[config.mk]
export PLATFORM = sky130hd
export DESIGN_NAME = pipe_scroller_flat
export DESIGN_NICKNAME = d
export VERILOG_FILES = /design/src/rtl/pipe_game_pkg.sv /design/src/rtl/pipe_scroller_if.sv /design/src/rtl/pipe_lane.sv /design/src/rtl/pipe_scroller.sv /design/src/flat_wrapper.sv
export SDC_FILE = /design/constraint.sdc
export NUM_CORES = 1
export LEC_CHECK = 0
export ABC_AREA = 1
export CORE_MARGIN = 4
export CORE_UTILIZATION = 50
export CTS_BUF_LIST = sky130_fd_sc_hd__clkbuf_4 sky130_fd_sc_hd__clkbuf_8
export DETAILED_ROUTE_END_ITERATION = 6
export PLACE_DENSITY = 0.75
export SLEW_MARGIN = 15
export SYNTH_ARGS = -nofsm -noshare
export SYNTH_HDL_FRONTEND = slang
export SYNTH_HIERARCHICAL = 1
export SYNTH_SLANG_ARGS = --single-unit
[constraint.sdc]
create_clock -name CLOCK -period 6.8 [get_ports CLOCK]
set_input_delay 1.02 -clock CLOCK [delete_from_list [all_inputs] [get_ports CLOCK]]
set_output_delay 1.02 -clock CLOCK [all_outputs]
set_load 0.01 [all_outputs]
[src/rtl/pipe_game_pkg.sv]
// Shared constants, state encoding and LFSR helper for the pipe game logic.
package pipe_game_pkg;

  localparam int SCREEN_W = 640;
  localparam int SCREEN_H = 480;

  typedef enum logic [1:0] {
    ST_IDLE = 2'd0,
    ST_RUN  = 2'd1,
    ST_OVER = 2'd2
  } game_state_e;

  localparam int SPEED      = 2;
  localparam int SPACING    = 220;
  localparam int SPAWN_X    = 680;
  localparam int GAP        = 120;
  localparam int GAP_RESET  = 160;
  localparam int GAP_BASE   = 40;
  localparam int PIPE_W     = 52;
  localparam int PIPE_H     = 320;
  localparam int BIRD_X     = 550;
  localparam int BIRD_W     = 34;
  localparam int BIRD_H     = 24;

  localparam logic [7:0] LFSR_SEED = 8'hA5;
  // Taps for x^8+x^6+x^5+x^4+1 on a left-shifting register (bits 7,5,4,3).
  localparam logic [7:0] LFSR_TAPS = 8'hB8;

  // XNOR feedback: all-ones is the lockup state, so the A5 seed is safe.
  function automatic logic [7:0] lfsr_step(input logic [7:0] s);
    return {s[6:0], ~^(s & LFSR_TAPS)};
  endfunction

endpackage

[src/rtl/pipe_scroller_if.sv]
// Control inputs and per-pipe render outputs between game logic and drawing controller.
interface pipe_scroller_if;
  logic       frameTick;
  logic       start;
  logic [9:0] birdY;

  logic [9:0] PIPEUP1X, PIPEUP1Y, PIPEUP1SKIPY, PIPEDOWN1X, PIPEDOWN1Y;
  logic       PIPEUP1VISIBLE, PIPEDOWN1VISIBLE;
  logic [9:0] PIPEUP2X, PIPEUP2Y, PIPEUP2SKIPY, PIPEDOWN2X, PIPEDOWN2Y;
  logic       PIPEUP2VISIBLE, PIPEDOWN2VISIBLE;
  logic [9:0] PIPEUP3X, PIPEUP3Y, PIPEUP3SKIPY, PIPEDOWN3X, PIPEDOWN3Y;
  logic       PIPEUP3VISIBLE, PIPEDOWN3VISIBLE;

  logic [9:0] score;
  logic       gameOver;
  logic       running;

  modport master (
    output frameTick, start, birdY,
    input  PIPEUP1X, PIPEUP1Y, PIPEUP1SKIPY, PIPEUP1VISIBLE, PIPEDOWN1X, PIPEDOWN1Y, PIPEDOWN1VISIBLE,
    input  PIPEUP2X, PIPEUP2Y, PIPEUP2SKIPY, PIPEUP2VISIBLE, PIPEDOWN2X, PIPEDOWN2Y, PIPEDOWN2VISIBLE,
    input  PIPEUP3X, PIPEUP3Y, PIPEUP3SKIPY, PIPEUP3VISIBLE, PIPEDOWN3X, PIPEDOWN3Y, PIPEDOWN3VISIBLE,
    input  score, gameOver, running
  );

  modport slave (
    input  frameTick, start, birdY,
    output PIPEUP1X, PIPEUP1Y, PIPEUP1SKIPY, PIPEUP1VISIBLE, PIPEDOWN1X, PIPEDOWN1Y, PIPEDOWN1VISIBLE,
    output PIPEUP2X, PIPEUP2Y, PIPEUP2SKIPY, PIPEUP2VISIBLE, PIPEDOWN2X, PIPEDOWN2Y, PIPEDOWN2VISIBLE,
    output PIPEUP3X, PIPEUP3Y, PIPEUP3SKIPY, PIPEUP3VISIBLE, PIPEDOWN3X, PIPEDOWN3Y, PIPEDOWN3VISIBLE,
    output score, gameOver, running
  );
endinterface

[src/rtl/pipe_lane.sv]
// One pipe pair: X position and gap top, with wrap, score-pass and bird-hit detection.
module pipe_lane
  import pipe_game_pkg::*;
#(
  parameter logic [10:0] RESET_X = 11'd680
) (
  input  logic        clk_i,
  input  logic        rst_ni,
  input  logic        tick_i,
  input  logic        reload_i,
  input  logic [3:0]  speed_i,
  input  logic [9:0]  wrap_gap_i,
  input  logic [9:0]  bird_y_i,
  output logic [10:0] x_o,
  output logic [9:0]  gap_top_o,
  output logic        wrap_o,
  output logic        pass_o,
  output logic        hit_o
);

  localparam logic [11:0] PASS_X   = 12'(BIRD_X - PIPE_W);
  localparam logic [11:0] HIT_X_HI = 12'(BIRD_X + BIRD_W);
  localparam logic [11:0] RING     = 12'(3 * SPACING);
  localparam logic [9:0]  GAP_RST  = 10'(GAP_RESET);
  localparam logic [10:0] GAP_H    = 11'(GAP);
  localparam logic [10:0] BIRD_HH  = 11'(BIRD_H);

  logic [10:0] x_q, x_d;
  logic [9:0]  gap_q, gap_d;
  logic [11:0] x_ext, spd_ext, x_next;
  logic [10:0] bird_bot, gap_bot;

  always_comb begin
    x_ext    = {1'b0, x_q};
    spd_ext  = {8'b0, speed_i};
    wrap_o   = x_ext < spd_ext;
    x_next   = wrap_o ? (x_ext + RING - spd_ext) : (x_ext - spd_ext);
    // Right edge x+PIPE_W moves from >= BIRD_X to < BIRD_X on this tick.
    pass_o   = (x_ext >= PASS_X) && (x_next < PASS_X);
    bird_bot = {1'b0, bird_y_i} + BIRD_HH;
    gap_bot  = {1'b0, gap_q} + GAP_H;
    hit_o    = (x_ext < HIT_X_HI) && (x_ext > PASS_X) &&
               ((bird_y_i < gap_q) || (bird_bot > gap_bot));
  end

  always_comb begin
    x_d   = x_q;
    gap_d = gap_q;
    if (reload_i) begin
      x_d   = RESET_X;
      gap_d = GAP_RST;
    end else if (tick_i) begin
      x_d = x_next[10:0];
      if (wrap_o) gap_d = wrap_gap_i;
    end
  end

  always_ff @(posedge clk_i or negedge rst_ni) begin
    if (!rst_ni) begin
      x_q   <= RESET_X;
      gap_q <= GAP_RST;
    end else begin
      x_q   <= x_d;
      gap_q <= gap_d;
    end
  end

  assign x_o       = x_q;
  assign gap_top_o = gap_q;

endmodule

[src/rtl/pipe_scroller.sv]
// Pipe game logic: scrolls three pipe lanes, runs IDLE/RUN/OVER, LFSR gaps and score.
// Optional PIPE_SPEEDUP_EN raises scroll speed with score (up to +4 px/frame).
module pipe_scroller
  import pipe_game_pkg::*;
(
  input  logic           CLOCK,
  input  logic           reset,
  pipe_scroller_if.slave bus
);

  localparam logic [10:0] VIS_LIMIT = 11'(SCREEN_W);
  localparam logic [9:0]  GAP_H     = 10'(GAP);
  localparam logic [9:0]  SPRITE_H  = 10'(PIPE_H);
  localparam logic [9:0]  GAP_LO    = 10'(GAP_BASE);
  localparam logic [10:0] SCORE_MAX = 11'd999;

  game_state_e state_q;
  logic        running_q, over_q;
  logic [9:0]  score_q, score_d;
  logic [7:0]  lfsr_q, lf1, lf2, lfsr_d;
  logic [3:0]  speed;
  logic        hit_any, advance, reload;
  logic [1:0]  pass_cnt;
  logic [10:0] score_sum;

  logic [10:0] x    [3];
  logic [9:0]  gap  [3];
  logic [9:0]  gin  [3];
  logic        wrap [3];
  logic        pass [3];
  logic        hit  [3];

`ifdef PIPE_SPEEDUP_EN
  assign speed = 4'(SPEED) + ((score_q[9:3] > 7'd4) ? 4'd4 : {1'b0, score_q[5:3]});
`else
  assign speed = 4'(SPEED);
`endif

  // Wrapping lanes each take one LFSR step, chained in pipe index order.
  always_comb begin
    gin[0] = GAP_LO + {2'b00, lfsr_q[6:0], 1'b0};
    lf1    = wrap[0] ? lfsr_step(lfsr_q) : lfsr_q;
    gin[1] = GAP_LO + {2'b00, lf1[6:0], 1'b0};
    lf2    = wrap[1] ? lfsr_step(lf1) : lf1;
    gin[2] = GAP_LO + {2'b00, lf2[6:0], 1'b0};
    lfsr_d = wrap[2] ? lfsr_step(lf2) : lf2;
  end

  always_comb begin
    hit_any   = (state_q == ST_RUN) && (hit[0] || hit[1] || hit[2]);
    advance   = (state_q == ST_RUN) && bus.frameTick && !hit_any;
    reload    = (state_q == ST_OVER) && bus.start;
    pass_cnt  = {1'b0, pass[0]} + {1'b0, pass[1]} + {1'b0, pass[2]};
    score_sum = {1'b0, score_q} + {9'b0, pass_cnt};
    score_d   = (score_sum > SCORE_MAX) ? SCORE_MAX[9:0] : score_sum[9:0];
  end

  for (genvar i = 0; i < 3; i++) begin : g_lane
    pipe_lane #(
      .RESET_X(11'(SPAWN_X + i * SPACING))
    ) u_lane (
      .clk_i     (CLOCK),
      .rst_ni    (reset),
      .tick_i    (advance),
      .reload_i  (reload),
      .speed_i   (speed),
      .wrap_gap_i(gin[i]),
      .bird_y_i  (bus.birdY),
      .x_o       (x[i]),
      .gap_top_o (gap[i]),
      .wrap_o    (wrap[i]),
      .pass_o    (pass[i]),
      .hit_o     (hit[i])
    );
  end

  always_ff @(posedge CLOCK or negedge reset) begin
    if (!reset) begin
      state_q   <= ST_IDLE;
      running_q <= 1'b0;
      over_q    <= 1'b0;
      score_q   <= '0;
      lfsr_q    <= LFSR_SEED;
    end else begin
      case (state_q)
        ST_IDLE: if (bus.start) begin
          state_q   <= ST_RUN;
          running_q <= 1'b1;
        end
        ST_RUN: begin
          // A hit wins over a same-cycle frame tick; that tick is dropped.
          if (hit_any) begin
            state_q   <= ST_OVER;
            running_q <= 1'b0;
            over_q    <= 1'b1;
          end else if (bus.frameTick) begin
            score_q <= score_d;
            lfsr_q  <= lfsr_d;
          end
        end
        ST_OVER: if (bus.start) begin
          state_q <= ST_IDLE;
          over_q  <= 1'b0;
          score_q <= '0;
        end
        default: begin
          state_q   <= ST_IDLE;
          running_q <= 1'b0;
          over_q    <= 1'b0;
        end
      endcase
    end
  end

  assign bus.PIPEUP1X         = x[0][9:0];
  assign bus.PIPEUP1Y         = '0;
  assign bus.PIPEUP1SKIPY     = SPRITE_H - gap[0];
  assign bus.PIPEUP1VISIBLE   = x[0] < VIS_LIMIT;
  assign bus.PIPEDOWN1X       = x[0][9:0];
  assign bus.PIPEDOWN1Y       = gap[0] + GAP_H;
  assign bus.PIPEDOWN1VISIBLE = x[0] < VIS_LIMIT;

  assign bus.PIPEUP2X         = x[1][9:0];
  assign bus.PIPEUP2Y         = '0;
  assign bus.PIPEUP2SKIPY     = SPRITE_H - gap[1];
  assign bus.PIPEUP2VISIBLE   = x[1] < VIS_LIMIT;
  assign bus.PIPEDOWN2X       = x[1][9:0];
  assign bus.PIPEDOWN2Y       = gap[1] + GAP_H;
  assign bus.PIPEDOWN2VISIBLE = x[1] < VIS_LIMIT;

  assign bus.PIPEUP3X         = x[2][9:0];
  assign bus.PIPEUP3Y         = '0;
  assign bus.PIPEUP3SKIPY     = SPRITE_H - gap[2];
  assign bus.PIPEUP3VISIBLE   = x[2] < VIS_LIMIT;
  assign bus.PIPEDOWN3X       = x[2][9:0];
  assign bus.PIPEDOWN3Y       = gap[2] + GAP_H;
  assign bus.PIPEDOWN3VISIBLE = x[2] < VIS_LIMIT;

  assign bus.score    = score_q;
  assign bus.gameOver = over_q;
  assign bus.running  = running_q;

endmodule
[src/flat_wrapper.sv]
// flat-port wrapper written by rule: the top's interface ports become plain ports
module pipe_scroller_flat import pipe_game_pkg::*;
  (CLOCK, reset, bus_frameTick, bus_start, bus_birdY, bus_PIPEUP1X, bus_PIPEUP1Y, bus_PIPEUP1SKIPY, bus_PIPEUP1VISIBLE, bus_PIPEDOWN1X, bus_PIPEDOWN1Y, bus_PIPEDOWN1VISIBLE, bus_PIPEUP2X, bus_PIPEUP2Y, bus_PIPEUP2SKIPY, bus_PIPEUP2VISIBLE, bus_PIPEDOWN2X, bus_PIPEDOWN2Y, bus_PIPEDOWN2VISIBLE, bus_PIPEUP3X, bus_PIPEUP3Y, bus_PIPEUP3SKIPY, bus_PIPEUP3VISIBLE, bus_PIPEDOWN3X, bus_PIPEDOWN3Y, bus_PIPEDOWN3VISIBLE, bus_score, bus_gameOver, bus_running);
  pipe_scroller_if bus_i ();
  input  logic CLOCK;
  input  logic reset;
  input wire logic [$bits(bus_i.frameTick)-1:0] bus_frameTick;
  input wire logic [$bits(bus_i.start)-1:0] bus_start;
  input wire logic [$bits(bus_i.birdY)-1:0] bus_birdY;
  output wire logic [$bits(bus_i.PIPEUP1X)-1:0] bus_PIPEUP1X;
  output wire logic [$bits(bus_i.PIPEUP1Y)-1:0] bus_PIPEUP1Y;
  output wire logic [$bits(bus_i.PIPEUP1SKIPY)-1:0] bus_PIPEUP1SKIPY;
  output wire logic [$bits(bus_i.PIPEUP1VISIBLE)-1:0] bus_PIPEUP1VISIBLE;
  output wire logic [$bits(bus_i.PIPEDOWN1X)-1:0] bus_PIPEDOWN1X;
  output wire logic [$bits(bus_i.PIPEDOWN1Y)-1:0] bus_PIPEDOWN1Y;
  output wire logic [$bits(bus_i.PIPEDOWN1VISIBLE)-1:0] bus_PIPEDOWN1VISIBLE;
  output wire logic [$bits(bus_i.PIPEUP2X)-1:0] bus_PIPEUP2X;
  output wire logic [$bits(bus_i.PIPEUP2Y)-1:0] bus_PIPEUP2Y;
  output wire logic [$bits(bus_i.PIPEUP2SKIPY)-1:0] bus_PIPEUP2SKIPY;
  output wire logic [$bits(bus_i.PIPEUP2VISIBLE)-1:0] bus_PIPEUP2VISIBLE;
  output wire logic [$bits(bus_i.PIPEDOWN2X)-1:0] bus_PIPEDOWN2X;
  output wire logic [$bits(bus_i.PIPEDOWN2Y)-1:0] bus_PIPEDOWN2Y;
  output wire logic [$bits(bus_i.PIPEDOWN2VISIBLE)-1:0] bus_PIPEDOWN2VISIBLE;
  output wire logic [$bits(bus_i.PIPEUP3X)-1:0] bus_PIPEUP3X;
  output wire logic [$bits(bus_i.PIPEUP3Y)-1:0] bus_PIPEUP3Y;
  output wire logic [$bits(bus_i.PIPEUP3SKIPY)-1:0] bus_PIPEUP3SKIPY;
  output wire logic [$bits(bus_i.PIPEUP3VISIBLE)-1:0] bus_PIPEUP3VISIBLE;
  output wire logic [$bits(bus_i.PIPEDOWN3X)-1:0] bus_PIPEDOWN3X;
  output wire logic [$bits(bus_i.PIPEDOWN3Y)-1:0] bus_PIPEDOWN3Y;
  output wire logic [$bits(bus_i.PIPEDOWN3VISIBLE)-1:0] bus_PIPEDOWN3VISIBLE;
  output wire logic [$bits(bus_i.score)-1:0] bus_score;
  output wire logic [$bits(bus_i.gameOver)-1:0] bus_gameOver;
  output wire logic [$bits(bus_i.running)-1:0] bus_running;
  assign bus_i.frameTick = bus_frameTick;
  assign bus_i.start = bus_start;
  assign bus_i.birdY = bus_birdY;
  assign bus_PIPEUP1X = bus_i.PIPEUP1X;
  assign bus_PIPEUP1Y = bus_i.PIPEUP1Y;
  assign bus_PIPEUP1SKIPY = bus_i.PIPEUP1SKIPY;
  assign bus_PIPEUP1VISIBLE = bus_i.PIPEUP1VISIBLE;
  assign bus_PIPEDOWN1X = bus_i.PIPEDOWN1X;
  assign bus_PIPEDOWN1Y = bus_i.PIPEDOWN1Y;
  assign bus_PIPEDOWN1VISIBLE = bus_i.PIPEDOWN1VISIBLE;
  assign bus_PIPEUP2X = bus_i.PIPEUP2X;
  assign bus_PIPEUP2Y = bus_i.PIPEUP2Y;
  assign bus_PIPEUP2SKIPY = bus_i.PIPEUP2SKIPY;
  assign bus_PIPEUP2VISIBLE = bus_i.PIPEUP2VISIBLE;
  assign bus_PIPEDOWN2X = bus_i.PIPEDOWN2X;
  assign bus_PIPEDOWN2Y = bus_i.PIPEDOWN2Y;
  assign bus_PIPEDOWN2VISIBLE = bus_i.PIPEDOWN2VISIBLE;
  assign bus_PIPEUP3X = bus_i.PIPEUP3X;
  assign bus_PIPEUP3Y = bus_i.PIPEUP3Y;
  assign bus_PIPEUP3SKIPY = bus_i.PIPEUP3SKIPY;
  assign bus_PIPEUP3VISIBLE = bus_i.PIPEUP3VISIBLE;
  assign bus_PIPEDOWN3X = bus_i.PIPEDOWN3X;
  assign bus_PIPEDOWN3Y = bus_i.PIPEDOWN3Y;
  assign bus_PIPEDOWN3VISIBLE = bus_i.PIPEDOWN3VISIBLE;
  assign bus_score = bus_i.score;
  assign bus_gameOver = bus_i.gameOver;
  assign bus_running = bus_i.running;
  pipe_scroller u_core (.CLOCK(CLOCK), .reset(reset), .bus(bus_i));
endmodule
### Word-level counts from Yosys, hierarchy flattened

Index checks and enable logic that the tools add are counted.

| storage, ports and cells | value |
|---|---|
| flip-flop bits (word level) | 85 |
| input bits | 14 |
| output and inout port bits | 168 |
| word-level logic and storage cells | 143 |

| operators by class | value |
|---|---|
| add/sub/neg operators | 25 |
| order comparisons | 25 |
| equal/unequal tests | 7 |
| muxes and demuxes | 36 |
| bitwise gates (word level) | 3 |
| reductions and logical operators | 36 |

Operator list:

| kind | number |
|---|---|
| 10-bit two-way mux | 13 |
| 11-bit by 10-bit less-than comparator with 1-bit output (second input constant) | 6 |
| 11-bit two-way mux | 6 |
| 11-bit by 10-bit adder with 12-bit output (second input constant) | 3 |
| 12-bit by 9-bit less-than comparator with 1-bit output (second input constant) | 3 |
| 12-bit two-way mux | 3 |
| 11-bit by 2-bit subtractor with 12-bit output (second input constant) | 3 |
| 12-bit by 2-bit subtractor with 12-bit output (second input constant) | 3 |
| 10-bit by 7-bit adder with 11-bit output (second input constant) | 3 |
| 11-bit by 9-bit >= comparator with 1-bit output (second input constant) | 3 |
| 11-bit greater-than comparator | 3 |
| 11-bit by 9-bit greater-than comparator with 1-bit output (second input constant) | 3 |
| 11-bit by 2-bit less-than comparator with 1-bit output (second input constant) | 3 |
| 10-bit by 7-bit adder with 10-bit output (second input constant) | 3 |
| 10-bit less-than comparator | 3 |
| 9-bit by 10-bit subtractor with 10-bit output (first input constant) | 3 |
| 6-bit by 8-bit adder with 9-bit output (first input constant) | 3 |
| 8-bit two-way mux | 3 |
| 8-bit XNOR reduction | 3 |
| 10-bit one-hot mux with 2 select lines | 1 |
| 1-bit logical AND | 13 |
| 3-bit AND reduction | 4 |
| 10-bit by 2-bit adder with 11-bit output | 1 |
| 10-bit by 5-bit adder with 11-bit output (second input constant) | 1 |
| other kinds (18) | 39 |

### Logic depth before layout (Yosys ltp)

Gate-level depths: netlist (run 1).

| logic depth | value |
|---|---|
| depth in word-level cells | 13 |
| gate-level depth with buffers | 31 |
| mapped depth without buffers | 31 |

### Modules after synthesis

Netlist (run 1), hierarchy kept.

By module, submodules not included:

| module | times used | cells each | area each (um^2) | sequential area each (um^2) |
|---|---|---|---|---|
| pipe_scroller | 1 | 477 | 3179.3 | 555.5 |
| pipe_lane at u_core.g_lane[1].u_lane | 1 | 394 | 2703.8 | 533.0 |
| pipe_lane at u_core.g_lane[2].u_lane | 1 | 392 | 2695.1 | 531.8 |
| pipe_lane at u_core.g_lane[0].u_lane | 1 | 393 | 2688.8 | 533.0 |

### Least setup slack after synthesis (run 1)

OpenSTA, ideal clock, no wires.

| timing | value |
|---|---|
| path kind | input-to-reg |
| from | in bus_birdY[3] |
| to | reg u_core.g_lane[2].u_lane.gap_q[7] |
| data arrival time | 4.135 ns |
| data required time | 6.715 ns |
| path slack | 2.580 ns |
| stages on the path | 27 |
| path buffers | 1 |
| path through | inv_1 -> ha_1 -> inv_1 -> nand3_1 -> nand3b_1 -> xor2_1 -> inv_1 -> ha_1 -> nand2_1 -> nor2_1 -> a211oi_1 -> nand3_1 -> nand2_1 -> a21oi_1 -> inv_1 -> nand3_1 -> nor2_1 -> nand2_1 -> inv_1 -> buf_2 -> inv_1 -> nor2_1 -> inv_1 -> nor2_4 -> inv_1 -> nor2_1 -> a21oi_1 |

RTL lines:

| element | RTL line | source |
|---|---|---|
| start, declared | flat_wrapper.sv:9 | `input wire logic [$bits(bus_i.birdY)-1:0] bus_birdY;` |
| end signal, assigned | pipe_lane.sv:64 | `gap_q <= gap_d;` |
| end, declared | pipe_lane.sv:29 | `logic [9:0] gap_q, gap_d;` |

==> flow_summary.toml, run 1 <==
[routing]
dr_total_vias = 10800
detail_route.iter0.violations = 889
drtPass1Iterations = 7
remaining_drcs = 0
routed_wire_length_per_instance_um = 14.2
antenna_violating_nets_post_route = 0
drt-total-wl_um = 29600
route.detailed.vias_per_inst = 5.21

[timing]
finalWorstPathRequiredPeriod_ps = 5500
fin_ws_ps = 1300
timing.final.max_slew_violations = 0
final.setup.tns_ps = 0
report.final.setup_viol = 0
timing.hold.ws_ps = 455
worstMarginPinSlew_ps = 1070
timing.clock.skew_ps = 5.51
clock.fmax_ghz = 0.182
rsz_0062_raised_after_global_routing = "no"
layout_worst_path_cycle_share = 0.809
finalHoldViolCount = 0
slew_headroom = 0.289

[worst_setup_path]
path_delay_family = "simple AND/OR/NAND/NOR gates"
critical-path-slowest-cell = "sky130_fd_sc_hd__clkdlybuf4s50_1"
cpPeakStageDelay_ps = 730
required_time_reported_for_the_critical_path_endpoint_ps = 7080
top_fanout_value_on_the_critical_path = 18
r2r-end = "u_core/bus.score[3]$_DFFE_PN0P_"
r2r_cell_count = 26
cp_common_cell = "sky130_fd_sc_hd__inv_1"
crit_buf_inv = 9
r2r_slack_ps = 2250
worst_r2r_startpoint = "u_core/g_lane[0].u_lane/x_o[1]$_DFFE_PN0P_"
nature_of_the_critical_path_startpoint = "primary input"
setup.worst_path.class = "primary input to flop"
end_kind = "flop"
worst_ep_arrival_time_ps = 5770

[synthesis]
syn_avg_cell_area_um2 = 6.80
leading_register_cell_type_out_of_synthesis = "sky130_fd_sc_hd__dfrtp_1"
syn_inst = 1656
number_of_synthesized_flops_with_an_enable_pin = 0
synth.yosys.warnings = 6
synth_seq_area_share = 0.191
synth.lib_cells_used.distinct = 52
synth-seq-cells = 85
postSynth.asyncResetShare = 1.00
mappedNetlistArea_um2 = 11300

[floorplan]
fp.coreArea_um2 = 22000
die_height_um = 158
pin_count = 182
starting_density = 0.512
die_width_um = 158
design.die.area_um2 = 25000
std_cell_rows = 54

[global_route]
track_usage = 0.234
grt_max_degree = 79
grt_first_pass_wirelength_um = 48500
grt_remaining_overflow = 0
via_count_of_the_first_global_routing_pass = 10200
grt_antenna_before_repair = 0

[clock_network]
postCtsSetupRepairBufs = 0
clock_sink_count = 85
clkSlewWorstSetupHoldPaths_ps = 90
root_buffer = "sky130_fd_sc_hd__clkbuf_8"
h-tree-depth = 3
cts_made_buffers = 9
clkLatencyLatePin_ps = 360
cts.hold.buffers_added = 0
tritoncts = "built"
cts_max_path_buffers = 2
cts_repair_resize_count = 0

[layout]
final_design_area_no_fill_um2 = 13000
leading_cell_types_in_the_layout_fill_and_taps_excluded = "sky130_fd_sc_hd__nand2_1, sky130_fd_sc_hd__inv_1, sky130_fd_sc_hd__clkdlybuf4s50_1, sky130_fd_sc_hd__nand3_1, sky130_fd_sc_hd__ha_1"
nets = 1964
num_antenna_cells = 0
final_common_cell = "sky130_fd_sc_hd__nand2_1"
area.growth.synth_to_final_pct = 15.5
drive_gt1_frac = 0.0766

[placement]
place_congestion = 0.938
pre_cts_ws_ps = 1020
placement.io_buffers = 151
dpl-instance-area_um2 = 12800
post_dp_hpwl_um = 23800

[pwr]
vdd_ir_drop_max_mv = 0.258
leakagePower_nw = 6.57
total_power_w = 0.00643
p_per_area_nw_per_um2 = 494

[flow_run]
cap_viol_max_count = 0

[worst_hold_path]
hold_path.class = "primary input to asynchronous set/reset pin"

[run_status]
status = "finished clean"
-- area by class of cell --
type / count / area, um2
clock buffer: 13 / 173
fill: 2106 / 9010
tap: 280 / 350
timing repair buffer: 154 / 1530
clock inverter: 3 / 42.5
multi-input combinational: 1268 / 7710
inverter: 279 / 1050
sequential: 85 / 2150
-- worst max path at each step --
stage / from / endpoint / slack (ps) / depth (start not counted)
3_3_place_gp: bus_birdY[3] / u_core/g_lane[1].u_lane/x_o[7]$_DFFE_PN1P_ / 1270 / 26
6_report: bus_birdY[3] / u_core/g_lane[1].u_lane/x_o[7]$_DFFE_PN1P_ / 1300 / 26
3_5_place_dp: bus_birdY[3] / u_core/g_lane[1].u_lane/x_o[7]$_DFFE_PN1P_ / 1020 / 26
5_1_grt: bus_birdY[3] / u_core/g_lane[2].u_lane/gap_top_o[5]$_DFFE_PN1P_ / 920 / 27
2_1_floorplan: bus_birdY[3] / u_core/g_lane[2].u_lane/gap_top_o[7]$_DFFE_PN1P_ / 2580 / 27
4_1_cts: bus_birdY[3] / u_core/g_lane[2].u_lane/gap_top_o[5]$_DFFE_PN1P_ / 1370 / 27
-- logic make-up after synthesis --
| group | after synthesis | share of synthesized area |
|---|---|---|
| AND/OR/NAND/NOR | 763 | 0.304 |
| buffers and inverters | 353 | 0.141 |
| AO/OA/AOI/OAI | 214 | 0.118 |
| adder cells (fa/ha/maj) | 153 | 0.177 |
| XOR/XNOR | 86 | 0.0669 |
| flip-flops | 85 | 0.191 |
| other | 2 | 0.000667 |
-- routing by layer --
layer  vias to the layer above  GRT usage  routed length, um
met4                         0     0.0556                610
met1                      4951      0.322              13500
li1                       5452          -                  -
met5                         -          0                  0
met3                        49     0.0421               1900
met2                       393      0.385              13600
-- stage by stage --
| stage | cells | utilization |
|---|---|---|
| after global routing | 2082 | 0.591 |
| after global placement | 2066 | 0.581 |
| after detailed placement | 2066 | 0.581 |
| after CTS | 2082 | 0.591 |
| after floorplan | 1706 | - |
| final | 2082 | 0.591 |
-- state kept, by name, summed over array words and instances, names as in the netlist --
register and cells:
u_core/g_lane.u_lane/x_o 33, u_core/bus.gameOver 1, u_core/bus.running 1, u_core/state_q 2
u_core/bus.score 10, u_core/g_lane.u_lane/gap_top_o 30, u_core/lfsr_q 8
-- worst register-to-register path, stage by stage, from the launching register on --
cell and delay, ps:
sky130_fd_sc_hd__dfrtp_1 500, sky130_fd_sc_hd__ha_1 210, sky130_fd_sc_hd__ha_1 250, sky130_fd_sc_hd__inv_1 80
sky130_fd_sc_hd__fa_1 440, sky130_fd_sc_hd__inv_1 90, sky130_fd_sc_hd__nand3_1 70, sky130_fd_sc_hd__nand3_1 130
sky130_fd_sc_hd__nand2_1 90, sky130_fd_sc_hd__nand2_1 70, sky130_fd_sc_hd__nand2_1 40, sky130_fd_sc_hd__nand3_1 60
sky130_fd_sc_hd__nand2_1 60, sky130_fd_sc_hd__inv_1 80, sky130_fd_sc_hd__nand2_1 60, sky130_fd_sc_hd__a21oi_1 200
sky130_fd_sc_hd__fa_1 460, sky130_fd_sc_hd__ha_1 240, sky130_fd_sc_hd__fa_1 440, sky130_fd_sc_hd__nand3_1 140
sky130_fd_sc_hd__inv_1 60, sky130_fd_sc_hd__nand3_1 110, sky130_fd_sc_hd__nand2_1 70, sky130_fd_sc_hd__nor2_1 130
sky130_fd_sc_hd__nand3_2 140, sky130_fd_sc_hd__nand2_1 130, sky130_fd_sc_hd__o21ai_1 70
-- where the power goes --
part | internal [W] | switching [W]
clock | 0.000204 | 0.000182
sequential | 0.000754 | 0.000401
combinational | 0.00213 | 0.00276
-- synthesized netlist by cell type (all sizes together) (4+ instances only) --
cell / n / area (um2)
fa: 11 / 220
nor2: 138 / 666
nand4: 20 / 125
o22ai: 11 / 68.8
dfstp: 21 / 552
inv: 278 / 1050
o21ai: 102 / 646
xnor2: 25 / 219
buf: 71 / 529
dfrtp: 64 / 1600
nor3: 10 / 50.1
nand2: 427 / 1700
a21oi: 73 / 365
a22oi: 4 / 35.0
nand3: 147 / 746
ha: 142 / 1780
o21a: 5 / 37.5
xor2: 61 / 534
or2: 6 / 37.5
nand3b: 11 / 82.6
No activity file was read; power rests on OpenSTA's default activity.
==> inputs of run 2 (changes only) <==
Settings changed: PLACE_DENSITY 0.75 to 0.78.
Clock period 6.8 ns to 4.7 ns, I/O delays scaled along.
==> flow_summary.toml, run 2 (synthesis results as in run 1) <==
[timing]
timing.hold.ws_ps = 284
slew_headroom = 0.262
timing.clock.skew_ps = 9.40
rsz_0062_raised_after_global_routing = "no"
finalHoldViolCount = 0
worstMarginPinSlew_ps = 1110
timing.final.max_slew_violations = 0
finalWorstPathRequiredPeriod_ps = 4340
layout_worst_path_cycle_share = 0.923
clock.fmax_ghz = 0.230
report.final.setup_viol = 0

[clock_network]
root_buffer = "sky130_fd_sc_hd__clkbuf_8"
h-tree-depth = 3
tritoncts = "built"
clock_sink_count = 85
cts_made_buffers = 9
clkLatencyLatePin_ps = 380
clkSlewWorstSetupHoldPaths_ps = 90
cts_max_path_buffers = 2

[worst_hold_path]
hold_path.class = "primary input to asynchronous set/reset pin"

[layout]
final_design_area_no_fill_um2 = 13200
final_common_cell = "sky130_fd_sc_hd__nand2_1"
leading_cell_types_in_the_layout_fill_and_taps_excluded = "sky130_fd_sc_hd__nand2_1, sky130_fd_sc_hd__inv_1, sky130_fd_sc_hd__clkdlybuf4s50_1, sky130_fd_sc_hd__nand3_1, sky130_fd_sc_hd__ha_1"
postLayoutCoreUtil = 0.599
fillCellCount = 2079
largest_register_ff_count = 33
area.growth.synth_to_final_pct = 17.1
nets = 1988
post_layout_nonfiller_instances = 2106
num_antenna_cells = 0
drive_gt1_frac = 0.0904

[worst_setup_path]
worst_ep_arrival_time_ps = 4650
required_time_reported_for_the_critical_path_endpoint_ps = 5010
cpPeakStageDelay_ps = 650
nature_of_the_critical_path_startpoint = "primary input"
critical-path-slowest-cell = "sky130_fd_sc_hd__clkdlybuf4s50_1"
path_delay_family = "simple AND/OR/NAND/NOR gates"
crit_buf_inv = 9
top_fanout_value_on_the_critical_path = 9
cp_common_cell = "sky130_fd_sc_hd__inv_1"
setup.worst_path.class = "primary input to flop"
end_kind = "flop"

[pwr]
clkPwrFrac = 0.059
power_switching_share = 0.521
total_power_w = 0.00946
p_per_area_nw_per_um2 = 717
vdd_ir_drop_max_mv = 0.315
p_seq_frac = 0.168
comb_power_share = 0.773
leakagePower_nw = 6.68
power.internal_w = 0.00453
switchingPower_w = 0.00493

[global_route]
grt_max_degree = 45
via_count_of_the_first_global_routing_pass = 10300
grt_remaining_overflow = 0
grt_antenna_before_repair = 2
grt_first_pass_wirelength_um = 49200
track_usage = 0.238

[flow_run]
cap_viol_max_count = 0

[routing]
route.detailed.vias_per_inst = 5.26
drt-total-wl_um = 30100
detail_route.iter0.violations = 844
drtPass1Iterations = 5
antenna_violating_nets_post_route = 0
routed_wire_length_per_instance_um = 14.3
dr_total_vias = 11100
remaining_drcs = 0

[run_status]
status = "finished clean"

[floorplan]
design.die.area_um2 = 25000
starting_density = 0.512
die_height_um = 158
die_width_um = 158
pin_count = 182
fp.coreArea_um2 = 22000
std_cell_rows = 54

[placement]
placed_cells_incl_taps = 2089
post_dp_hpwl_um = 24300
dpl-instance-area_um2 = 13000
place_congestion = 0.901
placement.io_buffers = 151
-- run 2: power by group through the flow --
stage,clock network [W],logic [W],registers (W)
4_1_cts,0.000571,0.00726,0.00159
2_1_floorplan,0,0.00473,0.00156
3_3_place_gp,0,0.00706,0.00160
6_report,0.000556,0.00731,0.00159
5_1_grt,0.000599,0.00816,0.00166
3_5_place_dp,0,0.00722,0.00161
-- run 2: worst paths after layout --
path,start,end,slack (ps),cells after the start
max,bus_birdY[4],u_core/g_lane[2].u_lane/gap_top_o[5]$_DFFE_PN1P_,360,27
min,reset,u_core/g_lane[0].u_lane/gap_top_o[8]$_DFFE_PN0P_,280,1
max reg2reg,u_core/g_lane[0].u_lane/x_o[1]$_DFFE_PN0P_,u_core/bus.score[4]$_DFFE_PN0P_,380,26
min reg2reg,u_core/lfsr_q[0]$_DFFE_PN1P_,u_core/lfsr_q[0]$_DFFE_PN1P_,520,2
max in group asynchronous,reset,u_core/g_lane[1].u_lane/x_o[5]$_DFFE_PN0P_,3410,2
min in group CLOCK,u_core/lfsr_q[0]$_DFFE_PN1P_,u_core/lfsr_q[0]$_DFFE_PN1P_,520,2
-- run 2: stage by stage --
step,worst slack (ps),TNS [ps]
6_report,361,0
2_1_floorplan,793,0
4_1_cts,153,0
3_3_place_gp,-39.2,-45.8
3_5_place_dp,-247,-2090
5_1_grt,53.7,0
-- run 2: cell type report --
type	count	area, um2	share of cell area
Clock inverter	7	83.8	0.00635
Clock buffer	9	124	0.00939
Sequential cell	85	2150	0.163
Inverter	279	1050	0.0798
Multi-Input combinational cell	1269	7720	0.585
Timing Repair Buffer	177	1710	0.129
Tap cell	280	350	0.0266
-- run 2: metal layers --
layer  up-vias  share of wire  global-route usage
li1       5520              -                   -
met1      5096           0.45               0.321
met2       403           0.47               0.402
met3        45          0.064              0.0394
met4         4          0.016              0.0500
met5         -        0.00073                   0
-- run 2: timing repair --
action,4_1_cts,5_1_grt
setup buffers,0,0
hold buffers,0,0
setup endpoints to repair,0,22
gates resized for setup,0,4
